$ cat src/rtl/karatsuba64_seq_ctrl_if.sv
`default_nettype none
// ============================================================================
// Module   : karatsuba64_seq_ctrl_if
// Brief    : Handshake and shared-multiplier bus for the 64x64 Karatsuba
//            sequencing controller. The slave modport is the controller's view.
// Revision : 1.0 - initial release
// ============================================================================
interface karatsuba64_seq_ctrl_if #(
  parameter int W = 64
);
  localparam int H = W / 2;

  // Operand intake
  logic           in_valid;
  logic           in_ready;
  logic [W-1:0]   a;
  logic [W-1:0]   b;

  // Result delivery
  logic           out_valid;
  logic           out_ready;
  logic [2*W-1:0] p;
  logic           busy;

  // Shared half-width multiplier
  logic [H-1:0]   mul_x;
  logic [H-1:0]   mul_y;
  logic [2*H-1:0] mul_p;

  // Request source / multiplier side
  modport master (
    output in_valid, a, b, out_ready, mul_p,
    input  in_ready, out_valid, p, busy, mul_x, mul_y
  );

  // Controller side
  modport slave (
    input  in_valid, a, b, out_ready, mul_p,
    output in_ready, out_valid, p, busy, mul_x, mul_y
  );
endinterface
`default_nettype wire

$ cat src/rtl/karatsuba64_seq_ctrl.sv
`default_nettype none
// ============================================================================
// Module   : karatsuba64_seq_ctrl
// Brief    : W x W -> 2W multiply using one Karatsuba pass over a shared
//            H x H combinational multiplier, three products in three cycles,
//            followed by a signed-safe recombination and a result hold stage.
// Revision : 1.0 - initial release
// ============================================================================
module karatsuba64_seq_ctrl #(
  parameter int W = 64
) (
  input  logic                  clk,
  input  logic                  rst_n,
  karatsuba64_seq_ctrl_if.slave bus
);

  localparam int H  = W / 2;
  // Two guard bits so the middle term can go negative without losing the sign
  localparam int WX = 2 * W + 2;

  localparam logic [2:0] C_IDLE    = 3'd0;
  localparam logic [2:0] C_MUL_LL  = 3'd1;
  localparam logic [2:0] C_MUL_HH  = 3'd2;
  localparam logic [2:0] C_MUL_MID = 3'd3;
  localparam logic [2:0] C_COMBINE = 3'd4;
  localparam logic [2:0] C_DONE    = 3'd5;

  logic [2:0]     r_state;
  logic [H-1:0]   r_a_h;
  logic [H-1:0]   r_b_h;
  logic [H-1:0]   r_ra;
  logic [H-1:0]   r_rb;
  logic           r_ca;
  logic           r_cb;
  logic [2*H-1:0] r_p_ll;
  logic [2*H-1:0] r_p_hh;
  logic [2*H-1:0] r_p_rr;
  logic [2*W-1:0] r_p;
  logic [H-1:0]   r_mul_x;
  logic [H-1:0]   r_mul_y;

  // Half sums of the incoming operands; the carry bit is kept separately
  // because the shared multiplier is only H bits wide.
  logic [H:0] w_sa;
  logic [H:0] w_sb;
  assign w_sa = {1'b0, bus.a[H-1:0]} + {1'b0, bus.a[W-1:H]};
  assign w_sb = {1'b0, bus.b[H-1:0]} + {1'b0, bus.b[W-1:H]};

  // Recombination: m = (sa*sb) rebuilt from the H-bit product plus carry
  // corrections, mid = m - p_ll - p_hh (may be negative with an approximate
  // multiplier), then the shifted sum wraps to 2W bits.
  logic [WX-1:0]  w_ll;
  logic [WX-1:0]  w_hh;
  logic [WX-1:0]  w_rr;
  logic [WX-1:0]  w_cross;
  logic [WX-1:0]  w_m;
  logic [WX-1:0]  w_mid;
  logic [2*W-1:0] w_p;

  assign w_ll    = WX'(r_p_ll);
  assign w_hh    = WX'(r_p_hh);
  assign w_rr    = WX'(r_p_rr);
  assign w_cross = WX'(r_ca ? r_rb : {H{1'b0}}) + WX'(r_cb ? r_ra : {H{1'b0}});
  assign w_m     = w_rr + (w_cross << H) + (WX'(r_ca & r_cb) << W);
  assign w_mid   = w_m - w_ll - w_hh;
  assign w_p     = (2*W)'((w_hh << W) + (w_mid << H) + w_ll);

  // Sequencer: operand capture, multiplier operand scheduling, product capture
  always_ff @(posedge clk or negedge rst_n) begin
    if (!rst_n) begin
      r_state <= C_IDLE;
      r_a_h   <= '0;
      r_b_h   <= '0;
      r_ra    <= '0;
      r_rb    <= '0;
      r_ca    <= 1'b0;
      r_cb    <= 1'b0;
      r_p_ll  <= '0;
      r_p_hh  <= '0;
      r_p_rr  <= '0;
      r_p     <= '0;
      r_mul_x <= '0;
      r_mul_y <= '0;
    end else begin
      case (r_state)
        C_IDLE: begin
          if (bus.in_valid) begin
            r_a_h   <= bus.a[W-1:H];
            r_b_h   <= bus.b[W-1:H];
            r_ca    <= w_sa[H];
            r_ra    <= w_sa[H-1:0];
            r_cb    <= w_sb[H];
            r_rb    <= w_sb[H-1:0];
            r_mul_x <= bus.a[H-1:0];
            r_mul_y <= bus.b[H-1:0];
            r_state <= C_MUL_LL;
          end
        end
        C_MUL_LL: begin
          r_p_ll  <= bus.mul_p;
          r_mul_x <= r_a_h;
          r_mul_y <= r_b_h;
          r_state <= C_MUL_HH;
        end
        C_MUL_HH: begin
          r_p_hh  <= bus.mul_p;
          r_mul_x <= r_ra;
          r_mul_y <= r_rb;
          r_state <= C_MUL_MID;
        end
        C_MUL_MID: begin
          r_p_rr  <= bus.mul_p;
          r_state <= C_COMBINE;
        end
        C_COMBINE: begin
          r_p     <= w_p;
          r_state <= C_DONE;
        end
        C_DONE: begin
          if (bus.out_ready) begin
            r_state <= C_IDLE;
          end
        end
        default: r_state <= C_IDLE;
      endcase
    end
  end

  assign bus.in_ready  = (r_state == C_IDLE);
  assign bus.busy      = (r_state != C_IDLE);
  assign bus.out_valid = (r_state == C_DONE);
  assign bus.p         = r_p;
  assign bus.mul_x     = r_mul_x;
  assign bus.mul_y     = r_mul_y;

endmodule
`default_nettype wire

$ cat src/flat_wrapper.sv
// flat-port wrapper written by rule: the top's interface ports become plain ports
module karatsuba64_seq_ctrl_flat 
#(
  parameter int W = 64
)
  (clk, rst_n, bus_in_valid, bus_a, bus_b, bus_out_ready, bus_mul_p, bus_in_ready, bus_out_valid, bus_p, bus_busy, bus_mul_x, bus_mul_y);
  karatsuba64_seq_ctrl_if #(.W(W)) bus_i ();
  input  logic clk;
  input  logic rst_n;
  input wire logic [$bits(bus_i.in_valid)-1:0] bus_in_valid;
  input wire logic [$bits(bus_i.a)-1:0] bus_a;
  input wire logic [$bits(bus_i.b)-1:0] bus_b;
  input wire logic [$bits(bus_i.out_ready)-1:0] bus_out_ready;
  input wire logic [$bits(bus_i.mul_p)-1:0] bus_mul_p;
  output wire logic [$bits(bus_i.in_ready)-1:0] bus_in_ready;
  output wire logic [$bits(bus_i.out_valid)-1:0] bus_out_valid;
  output wire logic [$bits(bus_i.p)-1:0] bus_p;
  output wire logic [$bits(bus_i.busy)-1:0] bus_busy;
  output wire logic [$bits(bus_i.mul_x)-1:0] bus_mul_x;
  output wire logic [$bits(bus_i.mul_y)-1:0] bus_mul_y;
  assign bus_i.in_valid = bus_in_valid;
  assign bus_i.a = bus_a;
  assign bus_i.b = bus_b;
  assign bus_i.out_ready = bus_out_ready;
  assign bus_i.mul_p = bus_mul_p;
  assign bus_in_ready = bus_i.in_ready;
  assign bus_out_valid = bus_i.out_valid;
  assign bus_p = bus_i.p;
  assign bus_busy = bus_i.busy;
  assign bus_mul_x = bus_i.mul_x;
  assign bus_mul_y = bus_i.mul_y;
  karatsuba64_seq_ctrl #(.W(W)) u_core (.clk(clk), .rst_n(rst_n), .bus(bus_i));
endmodule
$ cat config.mk
export PLATFORM = sky130hd
export DESIGN_NAME = karatsuba64_seq_ctrl_flat
export DESIGN_NICKNAME = d
export VERILOG_FILES = /design/src/rtl/karatsuba64_seq_ctrl_if.sv /design/src/rtl/karatsuba64_seq_ctrl.sv /design/src/flat_wrapper.sv
export SDC_FILE = /design/constraint.sdc
export NUM_CORES = 2
export LEC_CHECK = 0
export CORE_UTILIZATION = 50
export DETAILED_ROUTE_END_ITERATION = 16
export GPL_ROUTABILITY_DRIVEN = 0
export GPL_TIMING_DRIVEN = 1
export PLACE_DENSITY = 0.83
export RECOVER_POWER = 25
export SYNTH_ARGS = -nofsm -noshare
export SYNTH_HDL_FRONTEND = slang
export SYNTH_SLANG_ARGS = --single-unit
$ cat constraint.sdc
create_clock -name clk -period 22.8 [get_ports clk]
set_clock_uncertainty 0.05 [all_clocks]
set_input_delay 5.7 -clock clk [delete_from_list [all_inputs] [get_ports clk]]
set_output_delay 5.7 -clock clk [all_outputs]
set_load 0.01 [all_outputs]
==> summary.txt <==
Floorplanning
  • Die Area: 74,690 um^2
  • Chip width: 273.3 um
  • Area of the core: 72,830 um^2
  • Chip height: 273.3 um
  • Num ports: 391
  • Initial core utilization: 50.52%
  • Row cnt: roughly 100

Status
  • Status: complete, but fails checks
  • Violated checks: capacitance limit, slew limit

Logic synthesis
  • #FFs+latches synth: 517
  • Synthesized cell area: between 30,000 and 40,000 um^2
  • Main flop type after synthesis: dfrtp_1
  • Top cell type's share of synthesized area: 35.16%
  • Syn_area_per_cell: 8.762 um^2
  • Synth area leaders: dfrtp_1 (35%), ha_1 (9.8%), nand2_1 (7.4%)
  • Commonest cells in the netlist: nand2_1 (726), dfrtp_1 (517), o21ai_0 (488), ha_1 (289), a21oi_1 (265)
  • Synth Instances: 4,200
  • Post-synth top area cell: dfrtp_1
  • Post-synth EDFFs: 0
  • Top-count cell post-synth: nand2_1
  • Sequential fraction of the synthesis area: about a third
  • Yosys cell types: 69
  • Syn_nets: 4,787
  • Synth warn: 0
  • Post-synthesis async set-or-reset flop share: 100.0%

Route
  • Detailed Route Iter0 Violations: between 2,000 and 3,000
  • Routed WL per cell: 20.87 um
  • Vias per cell: 5.970
  • Antenna Nets Post-Route: 0
  • Routed WL: roughly 110,000 um
  • Remaining DRCs: 0
  • Detailed-route via count: ~33,000
  • Drt pass-1 iters: 8

Clock tree
  • Worst-path clk slew: 60 ps
  • Clock buffer depth: 3
  • Hold_buf cts: 0
  • CTS buffer count: 58
  • CTS root buf: clkbuf_16
  • CTS tree: yes
  • Clock sinks: 517
  • H-tree Lvls: 2
  • Post-CTS setup buffers: 0
  • CTS resizes: 0
  • Clk_lat worst skew: 640 ps

STA
  • RSZ-0062 raised after global routing: no
  • Max Freq: 88.81 MHz
  • Tmin final: 11,260 ps
  • Final setup fails: 0
  • Final Hold Fails: 0
  • Setup TNS Final: 0 ps
  • Worst slew margin: -232.9%
  • Crit share post-route: 49.39%
  • Slew @ Worst Pin: 4994 ps
  • Final Max Tran Viols: roughly 450
  • Setup WS post-layout: 11,540 ps

Setup path
  • Worst r2r dst: u_core.bus.p[127]
  • Crit Path Max Fanout: 67
  • CP Capture Point: bus_out_valid
  • Kind of critical path: reg -> out
  • CP startpoint: u_core.r_state[1]
  • Worst setup SP type: flip-flop
  • Critical R2R Launch: u_core.r_cb
  • FF-to-FF path depth: 37
  • Reg2Reg Setup Slack: 12,320 ps
  • Worst EP arrival: 5510 ps
  • Critical path endpoint category: output pin
  • Crit path required time: 17,050 ps

GRT
  • Gr ovfl total: 0
  • First-pass GRT wire length: roughly 180,000 um
  • GR peak layer: met2
  • Vias in the first global route: about 32,000
  • Met3 Usage GRT: 6.228%
  • Largest net degree at the start of global routing: 106
  • Total track usage: 30.29%
  • GR Layer Usage met2: 50.19%
  • Initial antenna violation count: 35
  • Grt met1 use: 37.64%

Place
  • Cell Area, Placed: roughly 41,000 um^2
  • HPWL Detailed: 87,190 um
  • Pre-CTS setup slack: 12,630 ps
  • # port buffers: 390

Worst hold path
  • Worst hold path type: reg -> reg

Finish
  • Layout area overhead: 17.88%
  • Nets: between 5,000 and 6,000
  • Layout cells sized above 1: 6.193%
  • Final Cell Area: 43,380 um^2

Run
  • Max Cap Violations: 6
## worst max-delay path, stage by stage (launching register included)
cell and delay [ps]:
dfrtp_1 640, nand2b_2 200, clkbuf_1 2750, nor2_1 540, clkdlybuf4s50_1 680
## area by class of cell
type	instances	area (um^2)
Timing Repair Buffer	413	4051
Fill cell	6171	29460
Clock buffer	81	1702
Clock inverter	26	351.6
Sequential cell	517	12940
Tap cell	959	1200
Inverter	235	882.1
Antenna cell	8	20.02
Multi-Input combinational cell	3233	22240
## kinds of logic (layout without fill, tap and decap cells)
kind of cell / Yosys count / after routing / synth area share (%)
XOR/XNOR: 226 / 226 / 5.416
adder cells (fa/ha/maj): 391 / 391 / 15.38
flip-flops: 517 / 517 / 35.16
AND/OR/NAND/NOR: 1215 / 1215 / 14.50
AO/OA/AOI/OAI: 1267 / 1267 / 20.86
buffers and inverters: 450 / 755 / 4.594
multiplexers: 134 / 134 / 4.097
other: 0 / 8 / 0
## placed cells by master (no fill, tap or decap), types with 29 or more instances in the layout
| cell type | n |
|---|---|
| nand3_1 | 35 |
| nand4_1 | 58 |
| nor2_1 | 154 |
| o22ai_1 | 64 |
| nand2_1 | 725 |
| o21ai_0 | 488 |
| a21o_1 | 175 |
| o21a_1 | 39 |
| a21oi_1 | 264 |
| dfrtp_1 | 517 |
| ha_1 | 289 |
| and2_1 | 72 |
| nand2b_1 | 30 |
| xor2_1 | 89 |
| clkbuf_16 | 61 |
| xnor2_1 | 136 |
| a31oi_1 | 29 |
| inv_1 | 235 |
| dlygate4sd3_1 | 59 |
| mux2_2 | 133 |
| fa_1 | 102 |
| clkdlybuf4s50_1 | 330 |
| nor3_1 | 47 |
| o21bai_1 | 50 |
## how the worst min path moves through the flow
| stage | start | endpoint | slack [ps] | depth (start not counted) |
|---|---|---|---|---|
| after floorplan | u_core.r_a_h[0] | u_core.r_a_h[0] | 400 | 2 |
| after global placement | u_core.r_a_h[24] | u_core.r_a_h[24] | 410 | 2 |
| after detailed placement | u_core.r_a_h[22] | u_core.r_a_h[22] | 410 | 2 |
| after CTS | u_core.r_b_h[13] | u_core.r_b_h[13] | 430 | 2 |
| after global routing | u_core.r_a_h[27] | u_core.r_a_h[27] | 440 | 2 |
| final | u_core.r_b_h[28] | u_core.r_b_h[28] | 430 | 2 |
## flip-flops by register name, indices dropped and copies added (netlist names), 64 cells and up
register       count
u_core.r_p_hh     64
u_core.r_p_rr     64
u_core.bus.p     128
u_core.r_p_ll     64
## stage by stage
stage	instances	hold slack [ps]	utilization (%)
3_5_place_dp	5357	412.6	56.77
5_1_grt	5468	443.3	59.54
3_3_place_gp	5357	407.2	56.77
6_report	5472	425.5	59.56
4_1_cts	5464	428.7	59.59
2_1_floorplan	4200	396.0	-
## per-layer routing
metal  share of wire (%)  wire [um]  vias to the layer above
li1                    -          -                    15156
met1                  39      44430                    15608
met2                  47      53310                     1502
met3                 8.7       9932                      377
met4                 5.6       6378                       26
met5                0.15        172                        -
Power is not shown: default switching activity piles up to over one toggle a cycle in this logic, so the estimate is an artifact.
